==> src/rtl/clkgate_seq_pkg.sv <==
// rtl/clkgate_seq_pkg.sv - shared state encoding and timer width for clkgate_seq
package clkgate_seq_pkg;

  localparam int TMR_W = 8;

  typedef enum logic [1:0] {
    ST_OFF  = 2'd0,
    ST_WAKE = 2'd1,
    ST_ON   = 2'd2,
    ST_HOLD = 2'd3
  } state_t;

endpackage

==> src/rtl/clkgate_seq_tmr.sv <==
// rtl/clkgate_seq_tmr.sv - loadable down-counter that parks at zero
module clkgate_seq_tmr
  import clkgate_seq_pkg::*;
(
  input  logic             CLK,
  input  logic             RST,
  input  logic             LOAD,
  input  logic [TMR_W-1:0] VAL,
  output logic             ZERO
);

  logic [TMR_W-1:0] r_cnt;

  always_ff @(posedge CLK or posedge RST) begin
    if (RST) begin
      r_cnt <= '0;
    end else if (LOAD) begin
      r_cnt <= VAL;
    end else if (r_cnt != '0) begin
      r_cnt <= r_cnt - 1'b1;
    end
  end

  assign ZERO = (r_cnt == '0);

endmodule

==> src/rtl/clkgate_seq.sv <==
// rtl/clkgate_seq.sv - clock-gate enable sequencer: OFF/WAKE/ON/HOLD with settle and idle timers
module clkgate_seq
  import clkgate_seq_pkg::*;
#(
  parameter int NREQ     = 4,
  parameter int WAKE_CYC = 4,
  parameter int IDLE_CYC = 8
) (
  input  logic            CLK,
  input  logic            RST,
  input  logic [NREQ-1:0] REQ,
  input  logic            TEST_EN,
  output logic            EN,
  output logic [NREQ-1:0] ACK,
  output logic            BUSY,
  output logic [7:0]      WAKE_CNT
);

  localparam logic [TMR_W-1:0] WAKE_LD = TMR_W'(WAKE_CYC - 1);
  localparam logic [TMR_W-1:0] IDLE_LD = TMR_W'(IDLE_CYC - 1);

  state_t           r_state;
  logic             r_busy;
  logic             r_on;
  logic [7:0]       r_wake_cnt;
  logic             w_any_req;
  logic             w_tmr_zero;
  logic             w_tmr_load;
  logic [TMR_W-1:0] w_tmr_val;

  assign w_any_req  = |REQ;
  assign w_tmr_load = ((r_state == ST_OFF) && w_any_req) || ((r_state == ST_ON) && !w_any_req);
  assign w_tmr_val  = (r_state == ST_OFF) ? WAKE_LD : IDLE_LD;

  clkgate_seq_tmr u_tmr (
    .CLK  (CLK),
    .RST  (RST),
    .LOAD (w_tmr_load),
    .VAL  (w_tmr_val),
    .ZERO (w_tmr_zero)
  );

  // r_busy/r_on are registered state decodes so EN and ACK never see a decode glitch
  always_ff @(posedge CLK or posedge RST) begin
    if (RST) begin
      r_state    <= ST_OFF;
      r_busy     <= 1'b0;
      r_on       <= 1'b0;
      r_wake_cnt <= 8'd0;
    end else begin
      case (r_state)
        ST_OFF: begin
          if (w_any_req) begin
            r_state <= ST_WAKE;
            r_busy  <= 1'b1;
            if (r_wake_cnt != 8'hFF) r_wake_cnt <= r_wake_cnt + 8'd1;
          end
        end
        ST_WAKE: begin
          if (w_tmr_zero) begin
            r_state <= ST_ON;
            r_on    <= 1'b1;
          end
        end
        ST_ON: begin
          if (!w_any_req) begin
            r_state <= ST_HOLD;
            r_on    <= 1'b0;
          end
        end
        ST_HOLD: begin
          if (w_any_req) begin
            r_state <= ST_ON;
            r_on    <= 1'b1;
          end else if (w_tmr_zero) begin
            r_state <= ST_OFF;
            r_busy  <= 1'b0;
          end
        end
        default: begin
          r_state <= ST_OFF;
          r_busy  <= 1'b0;
          r_on    <= 1'b0;
        end
      endcase
    end
  end

  assign EN       = r_busy | TEST_EN;
  assign BUSY     = r_busy;
  assign ACK      = REQ & {NREQ{r_on}};
  assign WAKE_CNT = r_wake_cnt;

endmodule

==> config.mk <==
export PLATFORM = sky130hd
export DESIGN_NAME = clkgate_seq
export DESIGN_NICKNAME = d
export VERILOG_FILES = /design/src/rtl/clkgate_seq_pkg.sv /design/src/rtl/clkgate_seq_tmr.sv /design/src/rtl/clkgate_seq.sv
export SDC_FILE = /design/constraint.sdc
export NUM_CORES = 1
export LEC_CHECK = 0
export BUFFER_PORTS_ARGS = -buffer_cell sky130_fd_sc_hd__buf_4
export CAP_MARGIN = 20
export CORE_AREA = 2 2 57 46
export DETAILED_ROUTE_END_ITERATION = 10
export DIE_AREA = 0 0 59 48
export GPL_TIMING_DRIVEN = 0
export PLACE_DENSITY = 0.82
export SLEW_MARGIN = 10
export SYNTH_ARGS = -nofsm -noshare
export SYNTH_HDL_FRONTEND = slang
export SYNTH_SLANG_ARGS = --single-unit
==> constraint.sdc <==
create_clock -name CLK -period 2.3 [get_ports CLK]
set_clock_uncertainty 0.15 [all_clocks]
set_input_delay 0 -clock CLK [delete_from_list [all_inputs] [get_ports CLK]]
set_output_delay 0 -clock CLK [all_outputs]
set_load 0.05 [all_outputs]
After elaboration in Yosys (flattened, before gate mapping) --
Index checks and enable logic that the tools add are counted.
Operators by class: add/sub/neg operators 2, multipliers 0, div/mod/pow operators 0, magnitude comparators 0, equality and inequality tests 11, shift operators 0, mux-type cells 16, bitwise gates (word level) 2, reductions and logical operators 15
Operators by type and width (count):
- two-way mux 8 bit | 2
- AND reduction 4 bit | 3
- two-way mux 2 bit | 5
- adder 8 x 1 -> 8 bit (second input constant) | 1
- logical NOT 8 bit | 1
- != test 2 bit (second input constant) | 4
- != test 8 bit (second input constant) | 1
- case mux 2 bit (4 select lines) | 1
- nonzero test 8 bit | 1
- subtractor 8 x 1 -> 8 bit (second input constant) | 1
- two-way mux 1 bit | 5
- AND 4 bit | 1
- equality test 2 bit (second input constant) | 2
- != test 2 x 1 -> 1 bit (second input constant) | 2
- nonzero test 2 bit | 2
- OR reduction 4 bit | 1
- two-way mux 3 bit | 1
- != test 3 x 2 -> 1 bit (second input constant) | 1
- case mux 1 bit (3 select lines) | 1
- AND reduction 3 bit | 1
- nonzero test 3 bit | 1
- equality test 2 x 1 -> 1 bit (second input constant) | 1
- logical AND 1 bit | 2
- logical NOT 2 bit | 1
- 4 further kinds | 4
Storage, ports and cells: register bits after elaboration 20, latch bits 0, RAM bits 0, bits in read-only memories 0, input port bits 7, memories kept 0

Logic depth before layout (Yosys ltp) --
depth in word-level cells 5, mapped depth 7

By module --
A second synthesis with hierarchy kept.
Unflattened totals: cells, all modules 142, area total of the unflattened synthesis 1311.3 um^2
Modules (own cells, without submodules):
- clkgate_seq | instances 1, cells each 86, area an instance 814.5 um^2
- clkgate_seq_tmr | instances 1, cells each 56, area an instance 496.7 um^2

Worst setup path after synthesis --
OpenSTA, ideal clock, no wires.
path kind register -> register, start register r_wake_cnt[4] (netlist: WAKE_CNT[4]), end register r_wake_cnt[1] (netlist: WAKE_CNT[1]), library setup time 0.125 ns, arrival 1.605 ns, data required time 2.025 ns, path slack 0.420 ns, stages on the path, launching flop included 4, clock period less this slack 1.880 ns, cell sequence dfrtp_1 > and4_1 > a41oi_2 > mux2_2
Between the ends: longest elaborated chain between the ends 2
RTL lines:
- from (decl) | line clkgate_seq.sv:25 | logic [7:0] r_wake_cnt;
- from (signal assigned) | line clkgate_seq.sv:56 | if (r_wake_cnt != 8'hFF) r_wake_cnt <= r_wake_cnt + 8'd1;
- != test 8 bit | line clkgate_seq.sv:56
- AND reduction 3 bit (no line)
Every way passes these cells. A chain may end at the register's enable or synchronous reset.

Worst setup path in the final report --
start input REQ[1], end register u_tmr.r_cnt[6]
Between the ends: longest elaborated chain between the ends 5, elaborated cells on any way between the ends 7, classes of those cells 1 x mux; 6 x reduce/logical
RTL lines:
- from (decl) | line clkgate_seq.sv:11 | input logic [NREQ-1:0] REQ,
- OR reduction 4 bit (*) | line clkgate_seq.sv:31 | assign w_any_req = |REQ;
- logical NOT 1 bit
- logical AND 1 bit | line clkgate_seq.sv:32 | assign w_tmr_load = ((r_state == ST_OFF) && w_any_req) || ((r_state == ST_ON) && !w_any_req);
- logical OR 1 bit (*) | line clkgate_seq.sv:32
- two-way mux 8 bit or nonzero test 2 bit (tied branches)
- to (signal assigned) | line clkgate_seq_tmr.sv:20 | r_cnt <= r_cnt - 1'b1;
- to (decl) | line clkgate_seq_tmr.sv:12 | logic [TMR_W-1:0] r_cnt;
Mark *: on every way between the ends. The rest lies on a longest branch, timed or not.

==> results <==
- The critical path start-end classification is in -> reg.
- The cell sitting at the root of the clock tree is a clkbuf_4.
- The number of buffers on the longest clock path is 2.
- The async set-reset flop share out of synthesis is 1.00.
- The per-cell via count in the routed design is 5.71.
- The max-slew violation total from the final report came to 0.
- The repair_antennas step left the layout with diodes totalling 0.
- In this run the tool buffered the top-level ports with 20 buffer cells.
- In this run the worst path has a maximum fanout of 6.
- The transition time at the pin with the least slew margin is 0.763 ns.
- STA classifies the critical path endpoint as a register.
- The violation count after the first detailed-routing iteration is 25.
- The share of post-route cells with drive strength above 1 is 0.257.
- The synthesized netlist net count is 127.
- The number of setup violations in the final report is 0.
- Data arrives at the worst endpoint at 2.26 ns.
- The number of clock sinks is 20.
- The number of top-level pins is 21.
- The smallest clock period supported by the final layout is computed as 2.23 ns.
- The leakage power is 0.665 nW.
- Broken down by cell family, the worst path's largest delay share belongs to buffers and inverters.
- Max-cap violations in this run came to 0.
- In this run the mean area of a mapped cell was 10.4 sq um.
- In the final design database the tool counted 159 nets.
- Wires add up to 2.42 mm.
- The cell row count is 15.
- In the synthesized netlist the dominant register cell turns out to be dfrtp_1.
- In the final routed layout, each cell accounts on average for 14.3 um.
- The total of cells resized after clock tree synthesis is 0.
- The die is 59 um wide.
- Based on the critical path, the design can be clocked at up to 448 MHz.
- The tightest min-delay check is of the in -> reg type.
- Entering global routing, the biggest net connects 21 pins.
- Synthesis inferred 20 register bits.
- The via count of the first global-routing pass is 897.
- The final count of hold timing violations was 0.
- The first global-routing pass estimated 3.86 mm of wire.
- Setup slack closes at 0.0659 ns.
- The worst setup path is launched from a primary input.
- At the placement stage, the worst setup path has a slack of 0.270 ns.
- The total global routing track utilization is 0.185.
- The total core area is 2210 sq um.
- From bottom edge to top edge, the die measures 48 um.
- Counting flops with a built-in enable in the synthesized netlist gives 0.
- In this design, the stage delay of the slowest critical-path cell is 0.69 ns.
- The number of buffer and inverter stages on the critical path is 3.
- For this run, the register share of the synthesized area comes to 0.426.
- Setup repair after global routing left no endpoint under its margin.
- The worst-case IR drop observed on VDD is 0.000722 V.
- The sum of overflow across all layers after global routing is 0.
- The final weighted congestion in routability-driven placement is 0.796.
- The initial utilization of the core area, before any placement, comes to 0.531.
- For this design, the CTS-stage hold fixing added 7 buffers.
- The number of setup buffers added after CTS is 0.
- The die area is 2830 sq um.
- CTS built an H-tree with a depth of 1.
- For this run, the number of Yosys warnings is 0.
- The first detailed-routing pass took 4 iterations.
- Summed over all failing endpoints, the final setup total negative slack is 0 ns.
- The worst path required time is 2.33 ns.
- Traced cell by cell, the critical path runs through dlygate4sd3_1 -> buf_4 -> nor4_2 -> dlygate4sd3_1 -> nand2_1 -> nand2_1 -> nor3_1.
- The final core utilization is 0.668.
- The residual antenna-violating net count after detailed routing is 0.
- The initial antenna violation count is 0.
- The flow ran to the end, and the final reports show no timing, DRC or antenna violations.
- The cell type of the slowest stage on the worst timing path is dlygate4sd3_1.
- Across all hold checks on the routed design, the worst slack comes to 0.0315 ns.
- The synthesized netlist cell count is 113.
- After clock tree synthesis, the clock-pin slew on the worst setup and hold paths is 0.12 ns.
- The area growth from synthesis to layout is 25.9%.
- The TritonCTS clock tree is built.
- For this run, design rule violations remaining after detail routing come to 0.
- The routed layout has 965 vias.
- At the later pin of the worst-skew pair, clock insertion delay measures 0.31 ns.
- The post-DP HPWL is 1.71 mm.
- The power density over the cells is 1390 nW/um^2.
- The total standard cell area after synthesis is 1180 sq um.
- The worst-case headroom to the max-slew limit is 0.491.
- Counting the fill cells in the layout gives 170.
- The number of distinct standard cells referenced by the synthesized netlist is 38.
- Counting the buffers created by CTS gives 3.
- In the finished design, the share of the clock period the worst path needs comes to 0.971.
-- power by group --
group / switching, mW / internal, mW
Clock: 0.112 / 0.176
Sequential: 0.151 / 0.482
Combinational: 0.680 / 0.456
-- cell type report --
cell class / count / area (sq um) / area share
clock buffers: 3 / 22.5 / 0.0152
clock inverters: 1 / 30.0 / 0.0203
well taps: 25 / 31.3 / 0.0211
multi-input cells: 84 / 638 / 0.431
inverters: 8 / 30.0 / 0.0203
plain buffers: 1 / 7.51 / 0.00507
flip-flops and latches: 20 / 500 / 0.338
repair buffers: 27 / 220 / 0.149
-- final timing paths --
| kind | depth (start not counted) | end | startpoint | slack, ns |
|---|---|---|---|---|
| min in group asynchronous | 3 | WAKE_CNT[4] | RST | 0.22 |
| hold / removal | 4 | u_tmr.r_cnt[5] | REQ[0] | 0.03 |
| setup / recovery | 7 | u_tmr.r_cnt[6] | REQ[1] | 0.07 |
| max in group asynchronous | 3 | u_tmr.r_cnt[4] | RST | 1.29 |
| hold reg to reg | 1 | WAKE_CNT[5] | WAKE_CNT[5] | 0.36 |
| setup reg to reg | 6 | r_on | u_tmr.r_cnt[0] | 0.21 |
-- cell usage after synthesis (2+ instances only) --
cell / count / area, sq um
nor2_1: 11 / 41.3
xor2_1: 2 / 17.5
dfrtp_1: 20 / 500
a21oi_1: 3 / 15.0
o22ai_1: 2 / 12.5
a2111oi_0: 2 / 17.5
nand2_1: 6 / 22.5
nor3_1: 2 / 10.0
or2_2: 2 / 12.5
inv_1: 8 / 30.0
nand4_1: 3 / 18.8
nand3_1: 4 / 20.0
ha_1: 7 / 87.6
xnor2_1: 10 / 87.6
o21ai_0: 2 / 10.0
or4_1: 2 / 15.0
and2_1: 6 / 37.5
-- tightest hold or removal path, delay by kind of cell --
| family | cells | cell delay, ns |
|---|---|---|
| AOI/OAI and AO/OA | 1 | 0.11 |
| buffers and inverters | 1 | 0.11 |
| and+or+nand+nor | 2 | 0.25 |
-- layout by cell type, fill, tap and decap left out, types with 2 or more instances in the layout --
cell	count
dfrtp_1	20
nor3_1	2
inv_1	8
a2111oi_0	2
nand4_1	3
buf_4	21
a21oi_1	3
or4_1	2
nand3_1	4
ha_1	7
dlygate4sd3_1	7
and2_1	6
o22ai_1	2
clkbuf_4	3
or2_2	2
xnor2_1	10
nor2_1	11
nand2_1	6
xor2_1	2
o21ai_0	2
-- sequential cells by signal, summed over array words and instances (netlist names) --
| signal | cells |
|---|---|
| BUSY | 1 |
| WAKE_CNT | 8 |
| r_state | 2 |
| u_tmr.r_cnt | 8 |
| r_on | 1 |
-- logic make-up (layout without fill, tap and decap cells) --
kind of cell               Yosys count  in the layout  share of synthesized area
adders and majority gates            7              7                     0.0745
AOI/OAI and AO/OA                   19             19                      0.141
DFF                                 20             20                      0.426
buffers and inverters                9             40                     0.0319
muxes                                2              2                     0.0181
xor gates and xnor gates            12             12                     0.0894
and+or+nand+nor                     44             44                      0.219
-- through the flow --
step | instance area, sq um | total power [mW] | cells
after floorplan | 1180 | 1.48 | 113
after global placement | 1360 | 1.71 | 158
after detailed placement | 1360 | 1.76 | 158
after CTS | 1480 | 2.07 | 169
after global routing | 1480 | 2.21 | 169
final | 1480 | 2.06 | 169
-- layer usage --
layer | up-vias | share of wire | global-route usage
li1 | 470 | - | -
met1 | 455 | 0.45 | 0.223
met2 | 36 | 0.47 | 0.324
met3 | 4 | 0.061 | 0.0595
met4 | 0 | 0.015 | 0.0545
met5 | - | 0 | 0
No activity file was read; power rests on OpenSTA's default activity.
